--- config.mk ---
export PLATFORM = sky130hd
export DESIGN_NAME = mc6502_seq_shifter_flat
export DESIGN_NICKNAME = d
export VERILOG_FILES = /design/src/rtl/mc6502_seq_shifter_if.sv /design/src/rtl/mc6502_seq_shifter.sv /design/src/flat_wrapper.sv
export SDC_FILE = /design/constraint.sdc
export NUM_CORES = 1
export LEC_CHECK = 0
export CORE_MARGIN = 2
export CORE_UTILIZATION = 50
export DETAILED_ROUTE_END_ITERATION = 8
export PLACE_DENSITY = 0.94
export SYNTH_ARGS = -nofsm -noshare
export SYNTH_HDL_FRONTEND = slang
export SYNTH_SLANG_ARGS = --single-unit
--- constraint.sdc ---
create_clock -name clk -period 2.59 [get_ports clk]
set_input_delay 0.6475 -clock clk [delete_from_list [all_inputs] [get_ports clk]]
set_output_delay 0.6475 -clock clk [all_outputs]
set_load 0.1 [all_outputs]
--- src/rtl/mc6502_seq_shifter_if.sv ---
// Operand/result bundle for the sequential 6502-style shifter.
// The master side issues operations; the slave side (the shifter) returns
// the result register, the N/Z/C flags and the busy/done status.
interface mc6502_seq_shifter_if #(
  parameter int WIDTH = 8,
  parameter int CW    = 4
);
  logic             i_start;
  logic [WIDTH-1:0] i_data;
  logic [CW-1:0]    i_count;
  logic             i_rotate;
  logic             i_right;
  logic             i_arith;
  logic             i_c;
  logic [WIDTH-1:0] o_data;
  logic             o_n;
  logic             o_z;
  logic             o_c;
  logic             o_busy;
  logic             o_done;

  modport master (
    output i_start, i_data, i_count, i_rotate, i_right, i_arith, i_c,
    input  o_data, o_n, o_z, o_c, o_busy, o_done
  );

  modport slave (
    input  i_start, i_data, i_count, i_rotate, i_right, i_arith, i_c,
    output o_data, o_n, o_z, o_c, o_busy, o_done
  );
endinterface

--- src/rtl/mc6502_seq_shifter.sv ---
// Sequential shifter/rotator with 6502 semantics (ASL, LSR, ASR, ROL, ROR).
// One single-bit step is performed per clock; rotates run through the carry
// so the data path behaves as a WIDTH+1 bit ring. The operation mode is
// latched at load time and cannot change while steps remain. All outputs
// come straight from flops.
module mc6502_seq_shifter #(
  parameter int WIDTH = 8,
  parameter int CW    = 4
) (
  input  logic                  clk,
  input  logic                  rst,
  mc6502_seq_shifter_if.slave   bus
);

  typedef enum logic [1:0] {
    ST_IDLE  = 2'd0,
    ST_SHIFT = 2'd1,
    ST_DONE  = 2'd2
  } state_t;

  localparam logic [CW-1:0] CNT_ZERO = {CW{1'b0}};
  localparam logic [CW-1:0] CNT_ONE  = {{(CW-1){1'b0}}, 1'b1};

  state_t           state_q,  state_d;
  logic [WIDTH-1:0] data_q,   data_d;
  logic             c_q,      c_d;
  logic             n_q,      n_d;
  logic             z_q,      z_d;
  logic [CW-1:0]    rem_q,    rem_d;
  logic             rotate_q, rotate_d;
  logic             right_q,  right_d;
  logic             arith_q,  arith_d;
  logic             busy_q,   busy_d;
  logic             done_q,   done_d;
  logic [WIDTH:0]   step_s;

  // One single-bit step; result is {carry_out, data_out}.
  // Arithmetic fill only applies to a plain right shift; a rotate always
  // feeds the old carry in and ignores the arith request.
  function automatic logic [WIDTH:0] step_f(
    input logic [WIDTH-1:0] d,
    input logic             c,
    input logic             rot,
    input logic             right,
    input logic             arith
  );
    logic [WIDTH:0] r;
    r = {c, d};
    if (right) begin
      if (rot) begin
        r = {d[0], c, d[WIDTH-1:1]};
      end else if (arith) begin
        r = {d[0], d[WIDTH-1], d[WIDTH-1:1]};
      end else begin
        r = {d[0], 1'b0, d[WIDTH-1:1]};
      end
    end else begin
      if (rot) begin
        r = {d[WIDTH-1], d[WIDTH-2:0], c};
      end else begin
        r = {d[WIDTH-1], d[WIDTH-2:0], 1'b0};
      end
    end
    return r;
  endfunction

  // Zero flag of a data word.
  function automatic logic zero_f(input logic [WIDTH-1:0] d);
    return (d == {WIDTH{1'b0}});
  endfunction

  // Next-state, datapath and registered-status decode.
  always_comb begin
    state_d  = state_q;
    data_d   = data_q;
    c_d      = c_q;
    rem_d    = rem_q;
    rotate_d = rotate_q;
    right_d  = right_q;
    arith_d  = arith_q;
    step_s   = step_f(data_q, c_q, rotate_q, right_q, arith_q);

    case (state_q)
      ST_IDLE, ST_DONE: begin
        if (bus.i_start) begin
          data_d   = bus.i_data;
          c_d      = bus.i_c;
          rotate_d = bus.i_rotate;
          right_d  = bus.i_right;
          arith_d  = bus.i_arith;
          rem_d    = bus.i_count;
          if (bus.i_count == CNT_ZERO) begin
            state_d = ST_DONE;
          end else begin
            state_d = ST_SHIFT;
          end
        end else begin
          state_d = ST_IDLE;
        end
      end
      ST_SHIFT: begin
        // Inputs are deliberately not looked at here: the captured mode
        // and operand own the block until the last step.
        {c_d, data_d} = step_s;
        rem_d         = rem_q - CNT_ONE;
        if (rem_q == CNT_ONE) begin
          state_d = ST_DONE;
        end else begin
          state_d = ST_SHIFT;
        end
      end
      default: begin
        // Unreachable encoding: recover to a clean idle.
        state_d = ST_IDLE;
        rem_d   = CNT_ZERO;
      end
    endcase

    // Flags track the data register on every update.
    n_d    = data_d[WIDTH-1];
    z_d    = zero_f(data_d);
    // Status outputs are registered copies of the next state.
    busy_d = (state_d == ST_SHIFT);
    done_d = (state_d == ST_DONE);
  end

  // State and datapath registers with asynchronous reset.
  always_ff @(posedge clk or posedge rst) begin
    if (rst) begin
      state_q  <= ST_IDLE;
      data_q   <= {WIDTH{1'b0}};
      c_q      <= 1'b0;
      n_q      <= 1'b0;
      z_q      <= 1'b1;
      rem_q    <= CNT_ZERO;
      rotate_q <= 1'b0;
      right_q  <= 1'b0;
      arith_q  <= 1'b0;
      busy_q   <= 1'b0;
      done_q   <= 1'b0;
    end else begin
      state_q  <= state_d;
      data_q   <= data_d;
      c_q      <= c_d;
      n_q      <= n_d;
      z_q      <= z_d;
      rem_q    <= rem_d;
      rotate_q <= rotate_d;
      right_q  <= right_d;
      arith_q  <= arith_d;
      busy_q   <= busy_d;
      done_q   <= done_d;
    end
  end

  assign bus.o_data = data_q;
  assign bus.o_n    = n_q;
  assign bus.o_z    = z_q;
  assign bus.o_c    = c_q;
  assign bus.o_busy = busy_q;
  assign bus.o_done = done_q;

endmodule

--- src/flat_wrapper.sv ---
// flat-port wrapper written by rule: the top's interface ports become plain ports
module mc6502_seq_shifter_flat 
#(
  parameter int WIDTH = 8,
  parameter int CW    = 4
)
  (clk, rst, bus_i_start, bus_i_data, bus_i_count, bus_i_rotate, bus_i_right, bus_i_arith, bus_i_c, bus_o_data, bus_o_n, bus_o_z, bus_o_c, bus_o_busy, bus_o_done);
  mc6502_seq_shifter_if #(.WIDTH(WIDTH), .CW(CW)) bus_i ();
  input  logic clk;
  input  logic rst;
  input wire logic [$bits(bus_i.i_start)-1:0] bus_i_start;
  input wire logic [$bits(bus_i.i_data)-1:0] bus_i_data;
  input wire logic [$bits(bus_i.i_count)-1:0] bus_i_count;
  input wire logic [$bits(bus_i.i_rotate)-1:0] bus_i_rotate;
  input wire logic [$bits(bus_i.i_right)-1:0] bus_i_right;
  input wire logic [$bits(bus_i.i_arith)-1:0] bus_i_arith;
  input wire logic [$bits(bus_i.i_c)-1:0] bus_i_c;
  output wire logic [$bits(bus_i.o_data)-1:0] bus_o_data;
  output wire logic [$bits(bus_i.o_n)-1:0] bus_o_n;
  output wire logic [$bits(bus_i.o_z)-1:0] bus_o_z;
  output wire logic [$bits(bus_i.o_c)-1:0] bus_o_c;
  output wire logic [$bits(bus_i.o_busy)-1:0] bus_o_busy;
  output wire logic [$bits(bus_i.o_done)-1:0] bus_o_done;
  assign bus_i.i_start = bus_i_start;
  assign bus_i.i_data = bus_i_data;
  assign bus_i.i_count = bus_i_count;
  assign bus_i.i_rotate = bus_i_rotate;
  assign bus_i.i_right = bus_i_right;
  assign bus_i.i_arith = bus_i_arith;
  assign bus_i.i_c = bus_i_c;
  assign bus_o_data = bus_i.o_data;
  assign bus_o_n = bus_i.o_n;
  assign bus_o_z = bus_i.o_z;
  assign bus_o_c = bus_i.o_c;
  assign bus_o_busy = bus_i.o_busy;
  assign bus_o_done = bus_i.o_done;
  mc6502_seq_shifter #(.WIDTH(WIDTH), .CW(CW)) u_core (.clk(clk), .rst(rst), .bus(bus_i));
endmodule
* Yosys cells after proc, flatten, opt, wreduce, memory -nomap -nowiden *
Cells that the tools add are included.

cells by class
  add/subtract/negate cells = 1
  equal/unequal tests = 6
  mux-type cells = 14
  reduce and logical (&&, ||, !) cells = 7

operators with widths
  cell                 count
  $mux 8               3
  $pmux 8 s2           1
  $mux 9               1
  $logic_not 8->1      1
  $pmux 4 s2           1
  $mux 2               3
  $eq 2x1->1 const B   2
  $eq 2x2->1 const B   2
  $eq 4x1->1 const B   1
  $logic_not 4->1      1
  $mux 4               1
  $pmux 2 s2           1
  $reduce_and 2->1     2
  $sub 4x1->4 const B  1
  $logic_not 2->1      1
  $mux 1               2
  $ne 2x2->1 const B   1
  $pmux 1 s2           1
  $reduce_bool 2->1    1
  $reduce_or 2->1      1

word-level totals
  bits in registers = 22
  input port bits = 19
  logic and storage cells = 39

* Depth between registers and ports, before layout *
  word-level depth = 5
  mapped depth = 7
  depth with buffers taken out = 5

* Worst setup path before layout *
No wires, ideal clock.

  path type = register to output
  start point = reg u_core.data_q[7] (netlist: u_core.bus.o_data[7])
  end point = out bus_o_data[7]
  data arrival time = 1,398 ps
  required time = 1,942 ps
  setup slack = 545 ps
  cell stages (with the launch flop) = 2
  buffers on the path = 1
  path through = dfrtp_1 > buf_4

RTL lines
  item                      RTL line                   source
  start: declaration        mc6502_seq_shifter.sv:25   logic [WIDTH-1:0] data_q, data_d;
  start signal: assignment  mc6502_seq_shifter.sv:131  data_q <= {WIDTH{1'b0}};
  start signal: assignment  mc6502_seq_shifter.sv:143  data_q <= data_d;
  end: declaration          flat_wrapper.sv:18         output wire logic [$bits(bus_i.o_data)-1:0] bus_o_data;

No word-level cell between the ends.

* Worst setup path after layout *
  start point = in bus_i_start
  end point = reg u_core.z_q (netlist: u_core.bus.o_z)

between the ends
  longest elaborated chain between the ends = 3

RTL lines
  item                    RTL line                   source
  start: declaration      flat_wrapper.sv:11         input wire logic [$bits(bus_i.i_start)-1:0] bus_i_start;
  $mux 8                  mc6502_seq_shifter.sv:85   if (bus.i_start) begin
  $pmux 8 s2              mc6502_seq_shifter.sv:83   case (state_q)
  via u_core.data_d[6]    mc6502_seq_shifter.sv:25
  $logic_not 8->1         mc6502_seq_shifter.sv:69   return (d == {WIDTH{1'b0}});
  via u_core.z_d          mc6502_seq_shifter.sv:28   logic z_q, z_d;
  end signal: assignment  mc6502_seq_shifter.sv:146  z_q <= z_d;
  end: declaration        mc6502_seq_shifter.sv:28

The timed path passes the listed nets, and every way through them passes these cells.
A chain may end at the register's enable or synchronous reset.

==> results.txt <==
----------------------------------------------------
[Placement]
  Placed wire-length estimate ... 2110 µm
  Number of port buffers ... 31
  Routability cong. ... 0.853
  Placement-stage worst setup slack ... 0.158 ns
  Cell count after placement ... approximately 170

[Timing]
  Actual transition at the worst max-transition pin ... slightly below 0.8 ns
  Normalized max-slew margin ... a little under half
  Minimum period implied by the final worst setup slack ... between 2 and 2.5 ns
  Setup Skew ... ~0.002 ns
  Post-route clock period utilization ... between 80% and 90%
  Final hold violation count ... 0
  Setup repair after global routing missed its margin ... no
  Maximum clock frequency ... between 400 and 500 MHz
  Sum Neg Setup Slack ... 0 ns
  Post-route worst setup slack ... approximately 0.47 ns
  Endpoints failing setup ... 0
  Number of max-slew violations in the final report ... 0

[Final layout]
  Post-layout net count ... ~170
  Count of inserted antenna diode cells ... 0
  P&R area growth vs syn ... 23.9%
  Proportion of layout cells with a drive suffix above 1 ... 19.3%
  Largest register FFs ... 8
  Post-Layout Cell Count ... ~180
  Post-layout util ... roughly 67%

[Clocking]
  Number of clock sinks ... 21
  Root buf cell ... sky130_fd_sc_hd__clkbuf_4
  Number of buffers inserted during clock tree synthesis ... 3
  Hold-fix buffer count after cts ... 0
  Clock tree from TritonCTS ... done
  Max Root-Sink Buffers ... 2
  Number of post-CTS setup repair buffers ... 0
  Clk Latency, worst-skew pair ... approximately 0.3 ns
  Max H-tree Level ... 1
  Reg clk slew, reported paths ... around 0.11 ns
  Cts repair resizes ... 0

[Hold path]
  Min-Delay Startpoint ... u_core.arith_q
  Hold Crit Depth ... 1
  Kind of path behind the tightest hold check ... reg -> reg
  Hold Path Sink ... u_core.arith_q

[Synthesis]
  Average cell area after synthesis ... ~10 µm²
  Mapped Cells ... around 120
  Most numerous cell types in the synthesized netlist ... sky130_fd_sc_hd__dfrtp_1, sky130_fd_sc_hd__mux2i_1, sky130_fd_sc_hd__nor2_1
  Area share of the largest cell type after synthesis ... between 40% and 50%
  Post-Synthesis Cell Area ... about 1200 µm²
  #FFs+latches synth ... 21
  Library cell occupying the most area in the post-synthesis netlist ... sky130_fd_sc_hd__dfrtp_1
  Number of warnings printed during yosys synthesis ... 0
  Number of enable flip-flop cells after synthesis ... 0
  Sequential element share of the synthesized area ... roughly 43%
  Most used DFF post-synth ... sky130_fd_sc_hd__dfrtp_1
  Net count after synthesis ... between 100 and 150
  Fraction of registers with async set/reset ... 100%
  Number of distinct library cells after synthesis ... 32
  Most instantiated library cell after synthesis ... sky130_fd_sc_hd__dfrtp_1
  Synth top area cells ... sky130_fd_sc_hd__dfrtp_1, sky130_fd_sc_hd__mux2i_1, sky130_fd_sc_hd__a21oi_1

[Global route]
  Number of global-route vias before repair ... 1040
  Aggregate global routing overflow ... 0
  Wire length of the first global-routing pass ... ~4400 µm
  Overall fraction of global-route tracks in use ... 21.9%
  Pin count of the biggest net entering global routing ... 22
  Initial antenna violation count ... 0
  Met2 layer usage reported by global route ... about two fifths
  Met1 layer usage reported by global route ... 23.5%
  GRT busiest layer ... met2
  Global-route met3 utilization ... 3.39%

[Critical path]
  Worst Setup End Kind ... flip-flop
  Library cell contributing the largest single delay on the critical path ... sky130_fd_sc_hd__clkdlybuf4s50_1
  Critical path startpoint category ... input port
  Data arrival time of the worst path ... around 2.3 ns
  Startpoint of the most critical register-to-register path ... u_core.right_q
  Worst EP required ... about 2.8 ns
  Endpoint of the worst-slack reg-to-reg timing path ... u_core.bus.o_z
  Type of the worst setup path ... in -> reg
  Number of cells on the worst reg-to-reg path ... 5
  Largest stage delay on the critical path ... roughly 0.66 ns
  Minimum setup slack among reg-to-reg paths ... approximately 0.80 ns
  Cells along the critical path ... clkdlybuf4s50_1, buf_4, nor2_1, o21ai_2, nand3_2, nand4b_4, nor4_4
  Largest driver fanout on the critical path ... 10

[Floorplan]
  Initial Util ... between 50% and 60%
  Die area ... 2860 µm²
  I/O pin total ... 32
  Die width ... 53.5 µm
  Overall die height ... approximately 54 µm
  Site row count ... 17
  Total core area ... 2280 µm²

[Routing]
  Post-detailed-route DRC marker count ... 0
  Number of violations reported at the end of detailed-routing iteration 0 ... 14
  Final wirelength ... 2780 µm
  Number of optimization iterations in the first detailed-route pass ... 4
  Remaining antenna violation count ... 0
  Detail-routed via count per cell ... around 5.9
  Average wire length per cell after detail routing ... 15.6 µm
  Vias after detailed routing ... between 1000 and 1500

[Outcome]
  Outcome ... finished, final reports clean

[Flow run]
  Max-cap violations ... 0

----------------------------------------------------
[cell families (layout without fill, tap and decap cells)]
family,after synthesis,after routing,synth area share [%]
xor+xnor,2,2,1.43
buf+inv,12,40,5.92
fa+ha+maj,2,2,2.04
compound gates,31,31,15.1
simple gates,35,35,16.6
mux,19,19,15.9
flops,21,21,43.0
[through the flow]
stage / hold WS [ns] / area, µm²
2_1_floorplan: 0.480 / 1230
3_3_place_gp: 0.491 / 1490
3_5_place_dp: 0.499 / 1490
4_1_cts: 0.526 / 1520
5_1_grt: 0.546 / 1520
6_report: 0.521 / 1520
[worst max-delay path: cells and delay by family]
kind / cells / cell delay, ns
simple gates: 4 / 0.60
compound gates: 1 / 0.16
buf+inv: 2 / 0.93
[final cells by class]
class	instances	area (µm²)
clock buffers	4	26.3
inverters	3	11.3
fillers	186	757
multi-input cells	89	627
repair buffers	33	293
well taps	28	35.0
flip-flops and latches	21	527
[worst max-delay path by stage]
stage / cells after the start / slack [ns] / startpoint / endpoint
4_1_cts: 7 / 0.49 / bus_i_start / u_core.bus.o_z
6_report: 7 / 0.47 / bus_i_start / u_core.bus.o_z
2_1_floorplan: 1 / 0.54 / u_core.bus.o_data[7] / bus_o_data[7]
3_5_place_dp: 7 / 0.16 / bus_i_start / u_core.bus.o_z
3_3_place_gp: 7 / 0.28 / bus_i_start / u_core.bus.o_z
5_1_grt: 6 / 0.42 / bus_i_start / u_core.bus.o_z
[layout by cell type, fill, tap and decap left out, types with 2 or more instances in the layout]
cell and instances:
sky130_fd_sc_hd__nor2b_1 3, sky130_fd_sc_hd__o211ai_1 4, sky130_fd_sc_hd__o21ai_0 6, sky130_fd_sc_hd__o21ai_1 2
sky130_fd_sc_hd__nand2_1 10, sky130_fd_sc_hd__o22ai_1 4, sky130_fd_sc_hd__xnor2_1 2, sky130_fd_sc_hd__a211oi_1 2
sky130_fd_sc_hd__clkdlybuf4s50_1 18, sky130_fd_sc_hd__nor3_1 2, sky130_fd_sc_hd__mux2i_1 15, sky130_fd_sc_hd__inv_1 3
sky130_fd_sc_hd__buf_4 15, sky130_fd_sc_hd__a21oi_1 10, sky130_fd_sc_hd__nor2_1 12, sky130_fd_sc_hd__mux2_2 4
sky130_fd_sc_hd__dfrtp_1 20, sky130_fd_sc_hd__ha_1 2, sky130_fd_sc_hd__clkbuf_4 3
[per-layer routing]
| metal | vias to the layer above | wire length, µm |
|---|---|---|
| met5 | - | 0 |
| met1 | 518 | 1130 |
| li1 | 493 | - |
| met4 | 0 | 92 |
| met2 | 36 | 1450 |
| met3 | 12 | 114 |
Power is not shown: default switching activity piles up to over one toggle a cycle in this logic, so the estimate is an artifact.
